--- src/rtl/forward_unit_pkg.sv ---
// Shared definitions for the operand-forwarding path and the decoder.
//   - RV32 opcode constants
//   - need_forward codes
//   - tracker entry record {valid, rd, wen, is_load}
//   - forward source select and the tracker match helper
package forward_unit_pkg;

    localparam logic [6:0] OP_R      = 7'b0110011;
    localparam logic [6:0] OP_I      = 7'b0010011;
    localparam logic [6:0] OP_LOAD   = 7'b0000011;
    localparam logic [6:0] OP_STORE  = 7'b0100011;
    localparam logic [6:0] OP_BRANCH = 7'b1100011;
    localparam logic [6:0] OP_JAL    = 7'b1101111;
    localparam logic [6:0] OP_JALR   = 7'b1100111;
    localparam logic [6:0] OP_AUIPC  = 7'b0010111;
    localparam logic [6:0] OP_LUI    = 7'b0110111;

    localparam logic [1:0] FWD_NONE = 2'b00;
    localparam logic [1:0] FWD_RS2  = 2'b01;
    localparam logic [1:0] FWD_RS1  = 2'b10;
    localparam logic [1:0] FWD_BOTH = 2'b11;

    typedef struct packed {
        logic       valid;
        logic [4:0] rd;
        logic       wen;
        logic       is_load;
    } trk_entry_t;

    // Which result bus feeds the forward output during EX.
    typedef enum logic {
        SEL_EX  = 1'b0,
        SEL_MEM = 1'b1
    } fwd_sel_e;

    // A tracked producer satisfies a source only when it really writes that
    // register; x0 never matches.
    function automatic logic src_match(input trk_entry_t e, input logic [4:0] rs);
        return (rs != 5'd0) && e.valid && e.wen && (e.rd == rs);
    endfunction

endpackage

--- src/rtl/forward_unit_opcode_decode.sv ---
// fwd_opcode_decode: combinational opcode classification for forwarding.
//   opcode_i   : 7-bit instruction opcode
//   uses_rs1_o : instruction reads rs1
//   uses_rs2_o : instruction reads rs2
//   wen_o      : opcode class writes rd (caller still qualifies rd != 0)
//   is_load_o  : instruction is a load
module fwd_opcode_decode
    import forward_unit_pkg::*;
(
    input  logic [6:0] opcode_i,
    output logic       uses_rs1_o,
    output logic       uses_rs2_o,
    output logic       wen_o,
    output logic       is_load_o
);

    always_comb begin
        uses_rs1_o = 1'b0;
        uses_rs2_o = 1'b0;
        wen_o      = 1'b0;
        is_load_o  = 1'b0;
        unique case (opcode_i)
            OP_R: begin
                uses_rs1_o = 1'b1;
                uses_rs2_o = 1'b1;
                wen_o      = 1'b1;
            end
            OP_BRANCH: begin
                uses_rs1_o = 1'b1;
                uses_rs2_o = 1'b1;
            end
            OP_I: begin
                uses_rs1_o = 1'b1;
                wen_o      = 1'b1;
            end
            OP_LOAD: begin
                uses_rs1_o = 1'b1;
                wen_o      = 1'b1;
                is_load_o  = 1'b1;
            end
            OP_STORE: begin
                uses_rs1_o = 1'b1;
            end
            // jalr reads rs1 for its target, but that operand is not routed
            // through the ALU forward bus, so it is not tracked as a use here.
            OP_JAL, OP_JALR, OP_AUIPC, OP_LUI: begin
                wen_o = 1'b1;
            end
            default: ;
        endcase
    end

endmodule

--- src/rtl/forward_unit.sv ---
// forward_unit: ID-stage producer side of the ALU operand-forwarding path.
// Tracks the instructions in EX (E0) and MEM (E1), decides forwarding for the
// ID instruction, registers that decision for the EX cycle, and stalls on
// load-use or split-producer hazards.
//   clk, reset       : clock; asynchronous active-low reset
//   id_valid         : ID holds a real instruction
//   id_opcode/rs1/rs2/rd : ID instruction fields
//   flush            : discard the ID instruction this cycle
//   ex_result        : result of the distance-1 producer
//   mem_result       : result of the distance-2 producer (load data for loads)
//   stall            : combinational; hold PC and IF/ID
//   need_forward     : registered forwarding code {rs1, rs2}
//   forward          : ex_result or mem_result per the registered select
module forward_unit
    import forward_unit_pkg::*;
#(
    parameter int XLEN = 32
) (
    input  logic            clk,
    input  logic            reset,
    input  logic            id_valid,
    input  logic [6:0]      id_opcode,
    input  logic [4:0]      id_rs1,
    input  logic [4:0]      id_rs2,
    input  logic [4:0]      id_rd,
    input  logic            flush,
    input  logic [XLEN-1:0] ex_result,
    input  logic [XLEN-1:0] mem_result,
    output logic            stall,
    output logic [1:0]      need_forward,
    output logic [XLEN-1:0] forward
);

    trk_entry_t e0_q, e0_d;
    trk_entry_t e1_q;
    logic [1:0] nf_q, nf_d;
    fwd_sel_e   sel_q, sel_d;

    logic uses_rs1, uses_rs2, op_wen, op_is_load;

    fwd_opcode_decode u_dec (
        .opcode_i   (id_opcode),
        .uses_rs1_o (uses_rs1),
        .uses_rs2_o (uses_rs2),
        .wen_o      (op_wen),
        .is_load_o  (op_is_load)
    );

    logic m0_rs1, m1_rs1, m0_rs2, m1_rs2;
    logic hit_rs1, hit_rs2;
    fwd_sel_e src_rs1, src_rs2;
    logic active, load_use, conflict, advance;

    always_comb begin
        m0_rs1 = uses_rs1 && src_match(e0_q, id_rs1);
        m1_rs1 = uses_rs1 && src_match(e1_q, id_rs1);
        m0_rs2 = uses_rs2 && src_match(e0_q, id_rs2);
        m1_rs2 = uses_rs2 && src_match(e1_q, id_rs2);

        hit_rs1 = m0_rs1 || m1_rs1;
        hit_rs2 = m0_rs2 || m1_rs2;
        // Younger producer (E0) wins when both entries hold the register.
        src_rs1 = m0_rs1 ? SEL_EX : SEL_MEM;
        src_rs2 = m0_rs2 ? SEL_EX : SEL_MEM;

        active   = id_valid && !flush;
        // Load data is not available until MEM, so an E0 load cannot feed EX.
        load_use = active && (m0_rs1 || m0_rs2) && e0_q.is_load;
        // One forward bus cannot carry two different producers at once.
        conflict = active && hit_rs1 && hit_rs2 && (src_rs1 != src_rs2);
        stall    = load_use || conflict;
        advance  = active && !stall;

        e0_d = '0;
        nf_d = FWD_NONE;
        sel_d = SEL_EX;
        if (advance) begin
            e0_d.valid   = 1'b1;
            e0_d.rd      = id_rd;
            e0_d.wen     = op_wen && (id_rd != 5'd0);
            e0_d.is_load = op_is_load;
            nf_d         = {hit_rs1, hit_rs2};
            if (hit_rs1)      sel_d = src_rs1;
            else if (hit_rs2) sel_d = src_rs2;
        end
    end

    always_ff @(posedge clk or negedge reset) begin
        if (!reset) begin
            e0_q  <= '0;
            e1_q  <= '0;
            nf_q  <= FWD_NONE;
            sel_q <= SEL_EX;
        end else begin
            e1_q  <= e0_q;
            e0_q  <= e0_d;
            nf_q  <= nf_d;
            sel_q <= sel_d;
        end
    end

    assign need_forward = nf_q;
    assign forward      = (sel_q == SEL_MEM) ? mem_result : ex_result;

endmodule

--- config.mk ---
export PLATFORM = sky130hd
export DESIGN_NAME = forward_unit
export DESIGN_NICKNAME = d
export VERILOG_FILES = /design/src/rtl/forward_unit_pkg.sv /design/src/rtl/forward_unit_opcode_decode.sv /design/src/rtl/forward_unit.sv
export SDC_FILE = /design/constraint.sdc
export NUM_CORES = 1
export LEC_CHECK = 0
export CAP_MARGIN = 40
export CORE_MARGIN = 2
export CORE_UTILIZATION = 32
export CTS_CLUSTER_SIZE = 8
export DETAILED_ROUTE_END_ITERATION = 7
export PLACE_DENSITY = 0.93
export SETUP_SLACK_MARGIN = 0.02
export SYNTH_ARGS = -nofsm -noshare
export SYNTH_HDL_FRONTEND = slang
export SYNTH_SLANG_ARGS = --single-unit
export TNS_END_PERCENT = 10
--- constraint.sdc ---
create_clock -name clk -period 2.71 [get_ports clk]
set_clock_uncertainty 0.05 [all_clocks]
set_input_delay 0.542 -clock clk [delete_from_list [all_inputs] [get_ports clk]]
set_output_delay 0.542 -clock clk [all_outputs]
set_load 0.1 [all_outputs]
==> results summary, run 1 <==
The flow ran to the end, but the final reports show violations. The final reports fail on setup timing. The register area share after synthesis is between 30% and 40%.

The synthesized netlist devotes 12.8% of its cell area to XOR and XNOR gates. The startpoint identified for the worst register-to-register timing path is e0_q[4]. By count the netlist is led by 30 x mux2_1, 18 x dfrtp_1, 18 x xnor2_1, 6 x nor3b_2. In the post-synthesis netlist, the cell with the most instances is mux2_1. Of all cell types, the one taking the most synthesized area is dfrtp_1. The portion of synthesized cell area occupied by the leading cell type is 31.3%. The number of placed instances, taps included, is 327. The required time at the worst-slack endpoint came out at 2.12 ns. The H-tree level count is 1. The final hold violation count came out at 0. For the finished layout, the period the worst path requires is a little over 3 ns. Summing the areas of all fa, ha and maj instances in the mapped netlist gives 0.870% of the synthesized area. The repair_antennas step left the layout with diodes totalling 0.

The number of antenna violations at the first check in global routing came out at 0. Dividing the detail-routed via count by the number of cells gives between 5 and 6. The worst setup path is of the input pin to primary output kind. The total congestion overflow after global routing came out at 0. The critical path starts at id_rs1[0].

The cell area after placement came out at about 3200 um^2. The cell count after synthesis came out at between 100 and 150. The die is 71.1 um tall. The final setup violation count came out at 1. The largest net degree at the start of global routing came out at 26. The total power density per cell area is 301 nW/um^2. The worst-case reg-to-reg path depth came out at 12. At the end of the flow, the number of nets in the layout was about 380. The area of the placeable core is 4350 um^2. Sorting the synthesized cells by area gives the leading types as dfrtp_1 31%, mux2_1 23%, xnor2_1 11%. The via count of the first global-routing pass came out at around 1800. The worst-case setup margin in the final layout is -0.393 ns. The analysis attributes to cell leakage a power of approximately 1.4 nW. The area used by sequential logic in the layout is 450 um^2. The row count is 24. The kind of end point of the critical path is a primary output.

The fill cell total of the finished layout came out at between 200 and 300. After detailed routing, the number of remaining DRC violations is 0. The die covers roughly 5000 um^2. Counting flops with a built-in enable in the synthesized netlist gives 0. Setup repair after global routing could not meet its margin everywhere. The weighted congestion at the end of routability-driven global placement came out at 0.844. The worst supply voltage drop on vdd is between 0.3 and 0.4 mV.

The peak fanout along the critical path came out at 2. The hold buffer count at CTS is 0. The growth of design area from synthesis to finish came out at 137%. The share of post-route cells with drive strength above 1 came out at between 30% and 40%.

The endpoint identified for the worst register-to-register timing path is sel_q. The clock buffer count from CTS came out at 3. The design area came out at roughly 3400 um^2.

The slew at the pin closest to its max-slew limit is roughly 0.74 ns. The normalized max-slew margin came out at ~50%. The average instance in the mapped netlist occupies between 10 and 15 um^2. During placement, the flow inserted port buffers numbering 124. For this configuration, the core starts out at a cell density of approximately a third. The detailed placer's ending HPWL is around 4.8 mm. Synthesis inferred 18 register bits. The clock transition at the register clock pins on the worst setup and hold paths after CTS is ~0.060 ns. The number of vias in the routed layout came out at about 1700.

The signal arrival time at the worst endpoint came out at about 2.5 ns. The max-cap violation count came out at 0. The number of max-slew violations in the final report came out at 0. After synthesis, the largest family of logic cells by area is multiplexers. The peak clock frequency supported by timing came out at 0.322 GHz. The critical hold path startpoint is e0_q[7]. The total standard cell area after synthesis is roughly 1400 um^2. The die width came out at 71.1 um. Pin placement for this block handled around 130 I/O pins. The overall track demand over capacity in global routing is between 20 and 25%.

The total iterations of the first detailed-routing run is 4. The post-synthesis simple-gate area fraction is between 20% and 30%. TritonCTS built the clock tree. The share of the cycle needed by the critical path after routing is 114%. The maximum clock insertion buffer count came out at 2. Summed over all layers, the routed wires come to ~5.8 mm. The number of non-filler instances in the completed layout came out at 342.

During synthesis, Yosys emitted a total of 0 warnings. The post-route antenna net violation count is 0. The worst setup path endpoint is stall. In this run the worst hold path is classified as register to register.

Summing all multi-input logic gate instances after layout gives 1020 um^2. The global-route wire length before repair came out at roughly 9 mm. The complex-gate fraction of the synthesized area is under 10%. The leading register cell type out of synthesis is dfrtp_1.

The count of different cell masters after synthesis is 34. The clock reaches the later pin of the worst-skew pair after about 0.24 ns. Counting every sink on the clock net gives 18. The net count after synthesis is 226. The worst setup path is launched from an input pin. The mux share of post-synthesis cell area is ~25%. The root buffer cell chosen for the clock tree is clkbuf_8.

The fraction of registers with async set or reset after synthesis is 100%. Measured on the finished design, the core utilization comes to between 70% and 80%. In the final routed layout, each cell accounts on average for approximately 17 um. The register-to-register setup slack is ~0.10 ns. The DRC marker count from the first detailed-route iteration came out at 52.
metrics by stage:
step / total power [mW] / hold slack (ns) / setup TNS [ns] / setup WS (ns)
3_5_place_dp: 0.819 / 0.308 / -2.96 / -0.633
6_report: 1.02 / 0.321 / -0.393 / -0.393
3_3_place_gp: 0.809 / 0.306 / -1.69 / -0.548
4_1_cts: 1.03 / 0.323 / -0.260 / -0.260
5_1_grt: 1.06 / 0.326 / -0.412 / -0.412
2_1_floorplan: 0.533 / 0.196 / -0.00483 / -0.00483
sequential cells by signal, indices dropped and copies added (netlist names):
| name | count |
|---|---|
| sel_q | 1 |
| e1_q | 7 |
| need_forward | 2 |
| e0_q | 8 |
what timing repair did:
action,CTS,global route
gates resized for setup,39,9
setup buffers,9,2
setup endpoints to repair,2,2
pin swaps,16,10
cells by family (layout without fill, tap and decap cells):
family / Yosys count / in the layout
DFF: 18 / 18
muxes: 32 / 32
adders and majority gates: 1 / 1
and+or+nand+nor: 43 / 43
xor gates and xnor gates: 21 / 21
AOI/OAI and AO/OA: 10 / 10
buffers and inverters: 10 / 165
report_power, final:
| part | switching (mW) | leakage [nW] | internal (mW) |
|---|---|---|---|
| sequential | 0.00798 | 0.244 | 0.276 |
| clock | 0.0790 | 0.0288 | 0.129 |
| combinational | 0.278 | 1.17 | 0.254 |
| total | 0.365 | 1.44 | 0.659 |
layout by cell type (no fill, tap or decap), types with 2 or more instances in the layout:
master,synthesis,layout
xnor2_2,0,2
clkdlybuf4s50_1,0,72
clkbuf_8,0,4
nor2_1,5,5
nor3b_2,6,6
buf_4,0,33
a21oi_1,2,2
nor3_1,4,2
buf_2,0,4
dlygate4sd2_1,0,8
nand3_1,3,3
nand4_1,4,4
or4_1,2,2
clkdlybuf4s15_1,0,4
buf_12,0,34
inv_1,4,3
mux2_1,30,30
xnor2_1,18,16
dfrtp_1,18,18
nand2_1,5,4
xor2_1,3,3
mux2_2,2,2
o21ai_0,3,3
nor3_2,3,5
layer usage:
metal	global-route usage, %	up-vias	part of all wire [%]
met2	44.7	106	58
met5	0	-	0
met4	5.66	0	0.69
met1	23.7	816	34
li1	-	801	-
met3	3.42	6	7.3
final cells by class:
class,count,share of cell area (%)
inverters,4,0.441
clock buffers,4,1.62
multi-input cells,107,29.9
well taps,52,1.91
flip-flops and latches,18,13.2
repair buffers,157,52.9
worst min path at each step:
stage | end | slack [ns] | depth (start not counted)
after floorplan | e0_q[0] | 0.20 | 0
after global placement | e1_q[7] | 0.31 | 0
after detailed placement | e1_q[7] | 0.31 | 0
after CTS | e1_q[7] | 0.32 | 0
after global routing | e1_q[7] | 0.33 | 0
final | e1_q[7] | 0.32 | 0
worst max-delay path, stage by stage:
cell and delay (ns):
dlygate4sd2_1 0.27, xnor2_1 0.19, nand4_1 0.13, nor3_2 0.25, and2_4 0.20, inv_2 0.05, ha_4 0.25, and4_1 0.18
o221a_4 0.19, a31o_4 0.10, buf_12 0.16
Note: power is estimated with default switching activity, not from simulation.
==> run 2: changes to the inputs <==
- CORE_UTILIZATION: 32 -> 40
- DONT_BUFFER_PORTS: default -> 1
- PLACE_DENSITY: 0.93 -> 0.66
- REMOVE_ABC_BUFFERS: default -> 1
- SETUP_SLACK_MARGIN: 0.02 -> default
==> run 2 against run 1 <==
Net effect: the run still ends with setup timing left; cell count decreased by 35%; hold slack improved by 0.016 ns; utilization decreased by 23 points; cell area decreased by 45%; critical path depth decreased by 2; combinational power decreased by 43%; critical path type is now register to primary output; fmax increased by 2.0%; first-iteration DRC count decreased by 65%; sequential power about the same; clock power decreased by 20%.
==> results summary, run 2 (synthesis results as in run 1) <==
The run finished, with violations left. The final reports fail on setup timing. Counting flops per register, the top entry is e0_q.

The kind of critical path is register to primary output. The met2 usage is 35.4% (-9.2 points). The capture point of the worst reg-to-reg path is sel_q. The placed instance count was 218 (-33%). The H-tree level count was 1 (unchanged).

Setup repair after global routing could not meet its margin everywhere. The via count normalized by instance count was 5.34 (+5.6%). The share of post-route cells with drive strength above 1 is 36.2% (-0.049 points). After global routing, the most crowded layer is met2. The TritonCTS sink count is 18 (unchanged). The max-cap violation count is 0 (unchanged). The met3 global-route usage came out at 3.17% (-0.25 points). The post-route antenna net violation count came out at 0 (unchanged).

The required time at the worst-slack endpoint came out at 2.12 ns (about the same). The buffer type at the clock tree root is clkbuf_4. The overall power of the completed layout was 0.752 mW (-27%).

The number of antenna diodes was 0 (unchanged). The clock buffer count from CTS was 3 (unchanged). The number of vias in the routed layout came out at 1190 (-31%). The register-to-register setup slack was 0.32 ns (+0.22 ns). The top cell types in the final layout, fill and taps aside, are 42 x buf_4, 30 x mux2_1, 18 x dfrtp_1. The total detailed-routing wirelength is 3.97 mm (-32%). The slew at the pin closest to its max-slew limit is 0.886 ns (+0.143 ns). The tightest min-delay check is of the register to register type. The detailed placer's ending HPWL is 3.44 mm (-29%). The post-route minimum period is 3.04 ns (-0.0615 ns).

The clock latency on the worst-skew pair is 0.29 ns (+0.05 ns). The critical path launch point type is a register. The final net count is 269 (-30%). For hold timing, the worst endpoint is e1_q[7].

The full die area is 4090 um^2 (-19%). The row count came to 21 (-13%). The height of the die is 64.0 um (-10%). The critical path's slowest cell is dfrtp_1. The worst-case setup margin in the final layout came out at -0.331 ns (+0.0615 ns). The global-route wire length before repair is 5.75 mm (-35%).

The delay of the slowest cell on the worst path came out at 0.46 ns (+0.19 ns). The worst hold path begins at e0_q[7]. The boundary pin count is 125 (unchanged).

The number of max-slew violations in the final report is 0 (unchanged). The final core area utilization came out at 54.9% (-23 points). The DRC violation count after routing is 0 (unchanged). The share of the cycle needed by the critical path after routing came out at 112% (-2.3 points).

The total power density per cell area came out at 404 nW/um^2 (+34%). The setup total negative slack is -0.331 ns (+0.0615 ns). The hold path depth came out at 0 (unchanged). The design area is 1860 um^2 (-45%). The cell area after placement came to 1800 um^2 (-44%). Walking the worst path, the cells encountered are xnor2_1 -> nand4_1 -> nor4_2 -> nand2_1 -> ha_1 -> and4_1 -> o221a_4 -> a31o_1 -> buf_12.

The detailed-route wire length per cell came out at 17.8 um (+4.8%). The normalized max-slew margin came out at 41.0% (-9.3 points). The clock transition at the register clock pins on the worst setup and hold paths after CTS came out at 0.11 ns (+0.05 ns). The overall track demand over capacity in global routing came to 18.1% (-4.1 points).

The library cell used most frequently in the layout, excluding fill and tap cells, is buf_4. The global-route met1 utilization is 19.5% (-4.3 points). The maximum clock insertion buffer count came out at 2 (unchanged). The effective utilization at floorplan came to 42.5% (+9.4 points). The signal arrival time at the worst endpoint came out at 2.45 ns (-0.06 ns). The startpoint identified for the worst register-to-register timing path is e0_q[4]. The final hold violation count is 0 (unchanged).

The worst-case reg-to-reg path depth came out at 9 (-3). The total leakage power came out at 0.790 nW (-45%). The peak clock frequency supported by timing is 0.329 GHz (+2.0%). The area of the placeable core is 3390 um^2 (-22%). The number of port buffers is 0 (-100%). TritonCTS built the clock tree. The largest net degree at the start of global routing came out at 33 (+27%).

The peak fanout along the critical path came out at 3 (+1). The flip-flop count of the largest register after layout came to 8 (unchanged). The total congestion overflow after global routing is 0 (unchanged).

The total iterations of the first detailed-routing run is 4 (unchanged). The kind of end point of the critical path is a primary output. The weighted congestion at the end of routability-driven global placement is 0.937 (+11%). The number of non-filler instances in the completed layout came out at 223 (-35%). The number of antenna violations at the first check in global routing is 0 (unchanged). The worst supply voltage drop on vdd came out at 0.220 mV (-34%). The via count of the first global-routing pass is 1191 (-35%). The die width was 64.0 um (-10%). The area growth from synthesis to layout is 29.3%. The DRC marker count from the first detailed-route iteration is 18 (-65%). The final setup violation count is 1 (unchanged).
run 2: timing repair:
| item | 4_1_cts | 5_1_grt |
|---|---|---|
| setup buffers | 0 | 0 |
| hold endpoints to repair | 18 | 0 |
| hold buffers | 1 | 0 |
| resized for setup | 1 | 1 |
| setup endpoints to repair | 1 | 1 |
| gates cloned | 0 | 0 |
run 2: power breakdown:
group          switching, mW  total, mW  internal, mW
Clock                 0.0850      0.167        0.0819
Combinational          0.226      0.302        0.0751
Sequential           0.00763      0.284         0.276
run 2: worst max-delay path by stage:
| stage | from | endpoint | slack, ns | cells after the start |
|---|---|---|---|---|
| 6_report | e0_q[4] | stall | -0.33 | 9 |
| 5_1_grt | e0_q[6] | stall | -0.47 | 9 |
| 4_1_cts | e0_q[5] | stall | -0.35 | 9 |
| 3_5_place_dp | id_rs1[4] | stall | -0.14 | 10 |
| 3_3_place_gp | id_rs1[2] | stall | -0.07 | 10 |
| 2_1_floorplan | id_rs1[2] | stall | -0.61 | 9 |
run 2: metal layers:
layer	wire, um	vias up
li1	-	572
met3	309	4
met4	29	0
met5	0	-
met1	1410	545
met2	2220	69
run 2: worst max-delay path, delay by kind of cell (launching register included):
family | cells | cell delay (ns)
flops | 1 | 0.46
compound gates | 2 | 0.33
xor+xnor | 1 | 0.18
fa+ha+maj | 1 | 0.28
buf+inv | 1 | 0.18
simple gates | 4 | 0.72
run 2: area by class of cell:
| class | instances | area (um^2) |
|---|---|---|
| clock buffer | 4 | 36.3 |
| fill | 312 | 1530 |
| inverter | 4 | 15.0 |
| multi-input combinational | 107 | 956 |
| sequential | 18 | 450 |
| tap | 46 | 57.6 |
| timing repair buffer | 44 | 345 |
run 2: per-stage QoR:
stage               hold slack, ns  setup WS, ns
floorplan                    0.196        -0.606
detailed placement           0.197        -0.142
global route                 0.337        -0.474
CTS                          0.340        -0.345
global placement             0.197       -0.0666
finish                       0.338        -0.331
